File: config.mk
export PLATFORM = sky130hd
export DESIGN_NAME = igrtu12
export DESIGN_NICKNAME = d
export VERILOG_FILES = /design/src/rtl/igrtu12.sv
export SDC_FILE = /design/constraint.sdc
export NUM_CORES = 1
export LEC_CHECK = 0
export BUFFER_PORTS_ARGS = -buffer_cell sky130_fd_sc_hd__buf_2
export CORE_MARGIN = 8
export CORE_UTILIZATION = 30
export CTS_CLUSTER_DIAMETER = 40
export DETAILED_ROUTE_END_ITERATION = 10
export PLACE_DENSITY = 0.46
export SLEW_MARGIN = 40
export SYNTH_ARGS = -nofsm -noshare
export SYNTH_HDL_FRONTEND = slang
export SYNTH_SLANG_ARGS = --single-unit
export TNS_END_PERCENT = 10
File: constraint.sdc
create_clock -name clk -period 5.6 [get_ports clk]
set_clock_uncertainty 0.05 [all_clocks]
set_input_delay 0.28 -clock clk [delete_from_list [all_inputs] [get_ports clk]]
set_output_delay 0.28 -clock clk [all_outputs]
set_load 0.01 [all_outputs]
File: src/rtl/igrtu12.sv
// igrtu12 -- TU12 multiframe transmitter for one read-bus slot.
//
// Builds the 144-byte TU12 multiframe (four 36-byte frames, each led by a
// pointer byte V1..V4) from E1 bytes buffered in a 16-entry FIFO. Inserts a
// fixed pointer, V5 with running BIP-2, J2/N2/K4 as zero bytes and one fixed
// stuff byte after each POH byte. Underrun inserts 8'hFF and flags undflw.
//
// Ports
//   clk, rst          clock, asynchronous active-high reset
//   txsof             multiframe start: the next slot read is byte 0 (V1)
//   din_vld/datain    E1 byte offer; din_rdy accepts it (FIFO not full)
//   rden/addrrd       slot read request, serviced when addrrd == ADDR
//   dout/dout_vld     transmitted byte, one cycle after a serviced read
//   rei_in/rdi_in     far-end indications placed in V5
//   fifo_lvl          FIFO occupancy 0..16
//   undflw            pulses with dout_vld when a fill byte replaces data
module igrtu12 #(
    parameter logic [4:0] ADDR   = 5'b0,
    parameter int         WIDTH  = 8,
    parameter logic [9:0] OFFSET = 10'd0,
    parameter logic [2:0] SLABEL = 3'b010
) (
    input  logic             clk,
    input  logic             rst,
    input  logic             txsof,
    input  logic             din_vld,
    input  logic [WIDTH-1:0] datain,
    output logic             din_rdy,
    input  logic             rden,
    input  logic [4:0]       addrrd,
    output logic [WIDTH-1:0] dout,
    output logic             dout_vld,
    input  logic             rei_in,
    input  logic             rdi_in,
    output logic [4:0]       fifo_lvl,
    output logic             undflw
);
    // Positions are within a 36-byte frame where 0 is the pointer byte.
    localparam logic [5:0] POH_POS  = 6'((OFFSET % 10'd35) + 10'd1);
    localparam logic [5:0] R_POS    = 6'((((OFFSET % 10'd35) + 10'd1) % 10'd35) + 10'd1);
    // V5 sits in the frame after the one the pointer value falls in; the
    // 2-bit truncation wraps frame 4 back to frame 0.
    localparam logic [1:0] V5_FRAME = 2'((OFFSET / 10'd35) + 10'd1);

    function automatic logic [1:0] bip_of(input logic [7:0] b);
        return {b[7] ^ b[5] ^ b[3] ^ b[1], b[6] ^ b[4] ^ b[2] ^ b[0]};
    endfunction

    logic [7:0]       row_q, row_d, row_eff;
    logic [1:0]       frame;
    logic [5:0]       pos;
    logic [1:0]       bip_q, bip_d;
    logic [WIDTH-1:0] dout_q, dout_d;
    logic             dout_vld_q, dout_vld_d;
    logic             undflw_q, undflw_d;
    logic [WIDTH-1:0] mem_q [16];
    logic [3:0]       wr_ptr_q, wr_ptr_d, rd_ptr_q, rd_ptr_d;
    logic [4:0]       lvl_q, lvl_d;

    logic             svc, wr, pop;
    logic             is_ptr, is_poh, is_v5, is_r, is_data;
    logic [WIDTH-1:0] v5_byte, tx_byte;

    always_comb begin
        row_eff = txsof ? 8'd0 : row_q;
        if (row_eff >= 8'd108) begin
            frame = 2'd3;
            pos   = 6'(row_eff - 8'd108);
        end else if (row_eff >= 8'd72) begin
            frame = 2'd2;
            pos   = 6'(row_eff - 8'd72);
        end else if (row_eff >= 8'd36) begin
            frame = 2'd1;
            pos   = 6'(row_eff - 8'd36);
        end else begin
            frame = 2'd0;
            pos   = row_eff[5:0];
        end
    end

    always_comb begin
        svc     = rden && (addrrd == ADDR);
        din_rdy = (lvl_q != 5'd16);
        wr      = din_vld && din_rdy;

        is_ptr  = (pos == 6'd0);
        is_poh  = !is_ptr && (pos == POH_POS);
        is_v5   = is_poh && (frame == V5_FRAME);
        is_r    = !is_ptr && !is_poh && (pos == R_POS);
        is_data = !is_ptr && !is_poh && !is_r;

        v5_byte = WIDTH'({bip_q, rei_in, 1'b0, SLABEL, rdi_in});

        tx_byte = '1;
        if (is_ptr) begin
            case (frame)
                2'd0:    tx_byte = WIDTH'({4'b0110, 2'b10, OFFSET[9:8]});
                2'd1:    tx_byte = WIDTH'(OFFSET[7:0]);
                default: tx_byte = '0;
            endcase
        end else if (is_v5) begin
            tx_byte = v5_byte;
        end else if (is_poh) begin
            tx_byte = '0;
        end else if (is_r) begin
            tx_byte = '1;
        end else if (lvl_q != 5'd0) begin
            tx_byte = mem_q[rd_ptr_q];
        end

        // Pop decision uses the occupancy before this cycle's write, so a
        // byte written into an empty FIFO is never forwarded the same cycle.
        pop = svc && is_data && (lvl_q != 5'd0);

        row_d = row_eff;
        if (svc) begin
            row_d = (row_eff == 8'd143) ? 8'd0 : row_eff + 8'd1;
        end

        // V1..V4 never contribute; V5 restarts the accumulation with itself.
        bip_d = bip_q;
        if (svc && !is_ptr) begin
            bip_d = is_v5 ? bip_of(v5_byte[7:0]) : (bip_q ^ bip_of(tx_byte[7:0]));
        end

        dout_d     = svc ? tx_byte : dout_q;
        dout_vld_d = svc;
        undflw_d   = svc && is_data && (lvl_q == 5'd0);

        wr_ptr_d = wr  ? wr_ptr_q + 4'd1 : wr_ptr_q;
        rd_ptr_d = pop ? rd_ptr_q + 4'd1 : rd_ptr_q;
        lvl_d    = lvl_q + {4'd0, wr} - {4'd0, pop};
    end

    always_ff @(posedge clk or posedge rst) begin
        if (rst) begin
            row_q      <= 8'd0;
            bip_q      <= 2'd0;
            dout_q     <= '0;
            dout_vld_q <= 1'b0;
            undflw_q   <= 1'b0;
            wr_ptr_q   <= 4'd0;
            rd_ptr_q   <= 4'd0;
            lvl_q      <= 5'd0;
        end else begin
            row_q      <= row_d;
            bip_q      <= bip_d;
            dout_q     <= dout_d;
            dout_vld_q <= dout_vld_d;
            undflw_q   <= undflw_d;
            wr_ptr_q   <= wr_ptr_d;
            rd_ptr_q   <= rd_ptr_d;
            lvl_q      <= lvl_d;
        end
    end

    // Storage needs no reset; the cleared pointers make it empty.
    always_ff @(posedge clk) begin
        if (wr) begin
            mem_q[wr_ptr_q] <= datain;
        end
    end

    assign dout     = dout_q;
    assign dout_vld = dout_vld_q;
    assign undflw   = undflw_q;
    assign fifo_lvl = lvl_q;

endmodule

==> results of run 1 <==
[power breakdown]
part / internal [mW] / total (mW) / switching [mW]
sequential: 1.43 / 1.50 / 0.0698
combinational: 0.164 / 0.418 / 0.254
clock: 0.704 / 1.18 / 0.472
[critical path, cell delays in order (launching register included)]
cell,delay [ns]
dfrtp_1,0.45
nor2b_1,0.46
inv_1,0.13
ha_1,0.28
nand2b_1,0.13
a21oi_2,0.11
o21bai_1,0.24
a211oi_2,0.10
a211oi_2,0.53
or2_1,0.31
o21bai_1,0.15
nor2_1,0.37
ha_1,0.19
inv_1,0.04
ha_1,0.19
fa_1,0.40
a21oi_1,0.18
nor2_1,0.05
nor2_1,0.11
xnor2_1,0.13
[sequential cells by signal, summed over array words and instances (netlist names)]
| name | cells |
|---|---|
| row_q | 8 |
| rd_ptr_q | 4 |
| wr_ptr_q | 4 |
| dout_vld | 1 |
| fifo_lvl | 5 |
| undflw | 1 |
| bip_q | 2 |
| mem_q | 128 |
| dout | 8 |
[final timing paths]
kind	to	cells past startpoint	slack, ns	from
max	fifo_lvl[4]	19	0.93	row_q[3]
min	dout[0]	3	0.08	rdi_in
max reg2reg	fifo_lvl[4]	19	0.93	row_q[3]
min reg2reg	dout[7]	2	0.42	dout[7]
max in group asynchronous	rd_ptr_q[0]	4	4.68	rst
min in group asynchronous	fifo_lvl[3]	4	0.46	rst
[cells in the final DEF (no fill, tap or decap), types with 3 or more instances in the layout]
master	count
a21o_1	4
buf_4	8
nor2_1	32
nor3_1	13
clkbuf_16	17
ha_1	17
a31oi_1	3
inv_6	3
nand2b_1	5
a21oi_1	10
inv_1	16
o21ai_0	18
xnor2_1	14
o31ai_1	3
nand4_1	5
or3_1	4
mux4_2	40
nor2_2	10
nor2b_1	5
bufinv_16	3
buf_2	35
nand3_1	11
dfrtp_1	32
edfxtp_1	128
xor2_1	6
nand2_1	31
and2_1	3
[metrics by stage]
stage / total power [mW] / setup slack (ns) / area (um2) / hold WS (ns) / utilization
floorplan: 1.787 / 1.528 / 7223 / 0.3289 / -
CTS: 3.130 / 0.9820 / 8342 / 0.05876 / 0.3543
detailed placement: 1.945 / 0.8969 / 7742 / 0.3601 / 0.3289
global route: 3.241 / 0.5544 / 8357 / 0.08721 / 0.3550
finish: 3.096 / 0.9318 / 8357 / 0.08198 / 0.3550
global placement: 1.928 / 1.097 / 7732 / 0.3560 / 0.3284
[layout make-up]
type	instances	share of cell area
Multi-Input combinational cell	268	0.2855
Clock inverter	11	0.01872
Timing Repair Buffer	44	0.02935
Inverter	17	0.007636
Tap cell	319	0.04776
Sequential cell	161	0.5592
Clock buffer	19	0.05180
[Yosys cell counts (2+ instances only)]
cell type and n:
a21oi_1 10, clkbuf_1 11, a21o_1 4, o21ai_1 2, and2_1 3, nand2_1 31
inv_1 16, nand2b_1 5, a211oi_1 2, buf_6 2, o21bai_1 2, nand3_1 11
nor3b_1 2, ha_1 17, nor3_1 13, nand4_1 5, buf_2 8, nand3b_1 2
a211oi_2 2, xor2_1 6, a221oi_1 2, dfrtp_1 33, o31ai_1 3, buf_1 2
buf_4 2, nor2_1 41, a31oi_1 3, xnor2_1 14, edfxtp_1 128, mux4_2 40
or3_1 4, o21ai_0 18, nor2b_1 5
[metal layers]
| metal | share of wire | up-vias | routed length [um] |
|---|---|---|---|
| met5 | 0 | - | 0 |
| met4 | 0.013 | 0 | 204 |
| met3 | 0.045 | 17 | 692 |
| met2 | 0.48 | 108 | 7289 |
| met1 | 0.46 | 2077 | 7057 |
| li1 | - | 1867 | - |
[cell families after synthesis]
family                   share of synthesized area
flip-flops                                  0.6465
adder cells (fa/ha/maj)                    0.03222
AO/OA/AOI/OAI                              0.05335
multiplexers                                0.1277
buffers and inverters                      0.02633
XOR/XNOR                                   0.02737
AND/OR/NAND/NOR                            0.08661
[what timing repair did]
item / 4_1_cts / 5_1_grt
hold endpoints to repair: 33 / 0
hold buffers: 1 / 0
setup buffers: 0 / 0
==> out/qor.yml, run 1 <==
tightestPinTransition_ns: 0.7897
end_kind: "register"
grt.met3_usage: 0.02889
outcome: "finished clean"
post-route-period-util: 0.8336
insertion_delay_ns: 0.42
die_height_um: 171.2
grt_pass1_wl_mm: 24.34
multi_input_area_mm2: 0.002386
ctsResizeCount: 0
critPathLaunchType: "register"
fillers: 2299
busiest_layer: "met2"
tns_ns: 0
syn-num-nets: 509
h-tree-depth: 4
critPathArrivalTime_ns: 4.95
syn_to_final_growth_pct: 15.69
ir_drop_mv: 0.1846
ys.flop_type: "edfxtp_1"
cts_sinks: 161
power_leakage_nw: 2.884
slew_viol_final: 0
use_met1: 0.1462
num_rows: 56
drcViolationCount: 0
clock_tree.root_cell: "clkbuf_16"
cts_buffers: 17
synth_seq_cells: 161
grt_pass1_vias: 4137
yosys_warnings: 0
timing.slew.headroom: 0.4716
drt_wl_total_mm: 15.24
dpl.cell_count: 808
hold_viol: 0
seq_area_mm2: 0.004673
initial_core_util: 0.3068
clkTransAtPathRegs_ns: 0.07
maxCapViolCount: 0
gp_congestion: 0.8743
postRouteAntennaNets: 0
grt_usage: 0.1097
cp_max_fo: 9
port_buffers: 35
synth_edf_count: 128
ios: 36
yosysTopAreaCell: "edfxtp_1"
cts_tree: "done"
seq_area_frac_synth: 0.6465
wire_per_inst_um: 18.17
fmax_mhz: 214.2
finalSetupViolCount: 0
hp-class: "in2reg"
async_flop_share: 0.2050
dpl.hpwl_mm: 10.65
antenna_cells: 0
core-area_mm2: 0.02354
ys_types: 55
crit_type: "reg2reg"
vias_per_cell: 4.850
vias: 4069
globalRouteMet2Util: 0.1739
rsz0062_at_grt: "no"
period_needed_ns: 4.668
drive_gt1_frac: 0.2481
grt_max_degree: 36
max-clock-path-buffers: 2
syn_inst: 471
grt_overflow: 0
layout.cells.non_filler: 839
synth_top_area_share: 0.5321
antenna_found_initial: 0
yosys-top-cells-area: "edfxtp_1, mux4_2, dfrtp_1, ha_1, nor2_1"
dr.pass1.iters: 5
avgSynthCellArea_um2: 15.34
power.density_mw_per_mm2: 370.5
nets: 547
die-area_mm2: 0.02930
drtIter0Drc: 397
die_w_um: 171.2
syn_area_mm2: 0.007223
cp.required_ns: 5.89
Note: power is estimated with default switching activity, not from simulation.
==> inputs of run 2 (changes only) <==
--- a/config.mk
+++ b/config.mk
@@ -5,12 +5,13 @@
 export SDC_FILE = /design/constraint.sdc
 export NUM_CORES = 1
 export LEC_CHECK = 0
+export ABC_AREA = 1
 export BUFFER_PORTS_ARGS = -buffer_cell sky130_fd_sc_hd__buf_2
 export CORE_MARGIN = 8
 export CORE_UTILIZATION = 30
 export CTS_CLUSTER_DIAMETER = 40
 export DETAILED_ROUTE_END_ITERATION = 10
-export PLACE_DENSITY = 0.46
+export PLACE_DENSITY = 0.47
 export SLEW_MARGIN = 40
 export SYNTH_ARGS = -nofsm -noshare
 export SYNTH_HDL_FRONTEND = slang
==> constraint.sdc (replaced) <==
create_clock -name clk -period 4.2 [get_ports clk]
set_clock_uncertainty 0.05 [all_clocks]
set_input_delay 0.21 -clock clk [delete_from_list [all_inputs] [get_ports clk]]
set_output_delay 0.21 -clock clk [all_outputs]
set_load 0.01 [all_outputs]
==> run 2 against run 1 <==
Clock power increased by 34%. Worst hold slack improved by 0.044 ns. Non-clock buffer count increased by 6. Maximum frequency increased by 22%. Global-route usage increased by 1.1 points. Sequential cell count unchanged. Wire length increased by 18%. Utilization increased by 0.33 points. Cell area increased by 4.6%. Register-to-register slack got worse by 0.55 ns. Total power increased by 35%. Largest cell class unchanged.
==> out/qor.yml, run 2 <==
max-clock-path-buffers: 2  # unchanged
synthSimpleGateAreaFrac: 0.1600  # +0.07337
grt.met3_usage: 0.02766  # -0.001223
ir_drop_mv: 0.2341  # +27%
yosys-top-cells-area: "edfxtp_1, dfrtp_1, nand2_1, nor2_1, mux2i_1"
largest_reg_flops: 128  # unchanged
largest-register: "mem_q"
startpoint: "row_q[3]"
vias: 4944  # +22%
utilization: 0.3583  # +0.003300
post-place-ws_ns: 0.2247  # -0.6722 ns
synth_seq_cells: 161  # unchanged
synth_xor_area_frac: 0.01763  # -0.009742
cp_max_fo: 6  # -3
dpl.cell_count: 1006  # +25%
synth_top_family_by_area: "simple AND/OR/NAND/NOR gates"
clkTransAtPathRegs_ns: 0.08  # about the same
layout.cells.non_filler: 1042  # +24%
ys.flop_type: "edfxtp_1"
r2r_end: "fifo_lvl[4]"
power.density_mw_per_mm2: 479.2  # +29%
avgSynthCellArea_um2: 11.29  # -26%
rrSetupSlack_ns: 0.39  # -0.55 ns
ys_types: 44  # -20%
finalSetupViolCount: 0  # unchanged
globalRouteMet2Util: 0.2096  # +0.03579
seq_area_mm2: 0.004673  # unchanged
yosys_warnings: 0  # unchanged
worstRegToRegCells: 25  # +6
die_w_um: 173.6  # +1.4%
grt_max_degree: 67  # +86%
hold_ws_ns: 0.1264  # +0.04446 ns
nets: 743  # +36%
drtIter0Drc: 287  # -28%
antenna_found_initial: 0  # unchanged
period_needed_ns: 3.814  # -0.8547 ns
postRouteAntennaNets: 0  # unchanged
insertion_delay_ns: 0.42  # about the same
gp_congestion: 0.8392  # -4.0%
syn_to_final_growth_pct: 17.24
h-tree-depth: 4  # unchanged
hp-class: "in2reg"
post-route-period-util: 0.9080  # +0.07438
antenna_cells: 0  # unchanged
cts_buffers: 17  # unchanged
hold_viol: 0  # unchanged
cts_sinks: 161  # unchanged
fillers: 2440  # +6.1%
grt_overflow: 0  # unchanged
fmax_mhz: 262.2  # +22%
async_flop_share: 0.2050  # unchanged
slew_viol_final: 0  # unchanged
yosysTopAreaCell: "edfxtp_1"
initial_core_util: 0.3056  # -0.001232
critPathLaunchType: "register"
grt_usage: 0.1203  # +0.01059
syn_area_mm2: 0.007453  # +3.2%
die_height_um: 173.6  # +1.4%
synth-compound-area-share: 0.08729  # +0.03394
mostFrequentLayoutCells: "edfxtp_1, nand2_1, nor2_1, o21ai_0, inv_1"
core-area_mm2: 0.02439  # +3.6%
syn-num-nets: 698  # +37%
vias_per_cell: 4.745  # -2.2%
cp.required_ns: 4.49  # -1.40 ns
tightestPinTransition_ns: 0.7211  # -0.06860 ns
synth_commonest_cells: "edfxtp_1, nand2_1, nor2_1, o21ai_0, inv_1"
synth_fa_ha_area_frac: 0.03122  # -0.0009952
outcome: "finished clean"
use_met1: 0.1469  # +0.0007071
power_leakage_nw: 3.548  # +23%
busiest_layer: "met2"
synth_edf_count: 128  # unchanged
yosysMostFrequentCell: "edfxtp_1"
wire_per_inst_um: 17.25  # -5.0%
mostFrequentLayoutCell: "edfxtp_1"
dr.pass1.iters: 5  # unchanged
die-area_mm2: 0.03014  # +2.9%
cts_tree: "done"
drive_gt1_frac: 0.1852  # -0.06284
crit_type: "reg2reg"
power_mw: 4.188  # +35%
multi_input_area_mm2: 0.002525  # +5.8%
port_buffers: 35  # unchanged
syn_inst: 660  # +40%
synth_top_area_share: 0.5157  # -0.01644
end_kind: "register"
drcViolationCount: 0  # unchanged
r2r_start: "row_q[3]"
critPathArrivalTime_ns: 4.10  # -0.85 ns
dpl.hpwl_mm: 11.94  # +12%
num_rows: 57  # +1.8%
clock_tree.root_cell: "clkbuf_16"
grt_pass1_wl_mm: 28.17  # +16%
setup.worst_path.end: "fifo_lvl[4]"
grt_pass1_vias: 5003  # +21%
timing.slew.headroom: 0.5188  # +0.04715
worst_slack_ns: 0.3864  # -0.5453 ns
maxCapViolCount: 0  # unchanged
drt_wl_total_mm: 17.98  # +18%
seq_area_frac_synth: 0.6265  # -0.01997
synth.area.mux_share: 0.03626  # -0.09140
ios: 36  # unchanged
[run 2: cell types whose count changed after synthesis, moves of 7 or more]
cell / previous run / this run
nand2_1: 31 / 96
nor2_1: 41 / 82
mux4_2: 40 / 0
inv_1: 16 / 48
o21ai_0: 18 / 49
nand3_1: 11 / 40
o221ai_1: 0 / 27
mux2i_1: 1 / 27
xnor2_1: 14 / 2
nor3_1: 13 / 2
clkbuf_1: 11 / 19
xor2_1: 6 / 13
[run 2: cells by family after synthesis]
group,Yosys count
AO/OA/AOI/OAI,102
adder cells (fa/ha/maj),18
multiplexers,27
AND/OR/NAND/NOR,257
buffers and inverters,80
XOR/XNOR,15
flip-flops,161
[run 2: layout make-up]
type	count	share of cell area
clock inverter	15	0.02176
multi-input combinational	419	0.2889
tap	324	0.04639
clock buffer	17	0.04868
sequential	161	0.5348
inverter	56	0.02434
timing repair buffer	50	0.03508
[run 2: what timing repair did]
item | 4_1_cts | 5_1_grt
buffers inserted | 0 | 3
hold buffers | 1 | 0
resized for setup | 0 | 4
hold endpoints to repair | 33 | 0
endpoints found under the setup margin | 0 | 1
[run 2: critical path: stages, from the launching register on]
cell	delay (ns)
dfrtp_2	0.45
nand2_2	0.12
inv_1	0.08
ha_1	0.21
nand2_1	0.06
inv_1	0.03
nor2_1	0.09
nand2_1	0.07
nand2_2	0.08
nand2_1	0.10
inv_2	0.08
nand3_1	0.09
a21boi_1	0.17
nand3_2	0.12
a21oi_1	0.23
nor3_1	0.07
nand2_1	0.12
inv_1	0.10
ha_1	0.28
inv_1	0.04
ha_1	0.20
fa_1	0.41
a21oi_1	0.17
nor2_1	0.05
nor2_1	0.11
xor2_1	0.16
[run 2: stage by stage]
| stage | TNS (ns) | cell area [um2] |
|---|---|---|
| 2_1_floorplan | 0 | 7453 |
| 3_3_place_gp | 0 | 8036 |
| 3_5_place_dp | 0 | 8075 |
| 4_1_cts | 0 | 8701 |
| 5_1_grt | -0.0003371 | 8738 |
| 6_report | 0 | 8738 |
[run 2: how the worst min path moves through the flow]
stage,startpoint,end,cells past startpoint
after global routing,datain[2],mem_q[14][2],1
after floorplan,datain[0],mem_q[0][0],0
after detailed placement,rst,fifo_lvl[4],3
after CTS,datain[6],mem_q[12][6],1
after global placement,rst,fifo_lvl[2],3
final,datain[1],mem_q[8][1],1
[run 2: where the power goes]
part	switching, mW	total [mW]	internal (mW)
Sequential	0.0781	1.99	1.91
Combinational	0.415	0.616	0.201
Clock	0.722	1.58	0.861
[run 2: metal layers]
layer / up-vias / part of all wire
met1: 2439 / 0.46
li1: 2428 / -
met3: 14 / 0.023
met5: - / 0
met4: 0 / 0.012
met2: 63 / 0.51
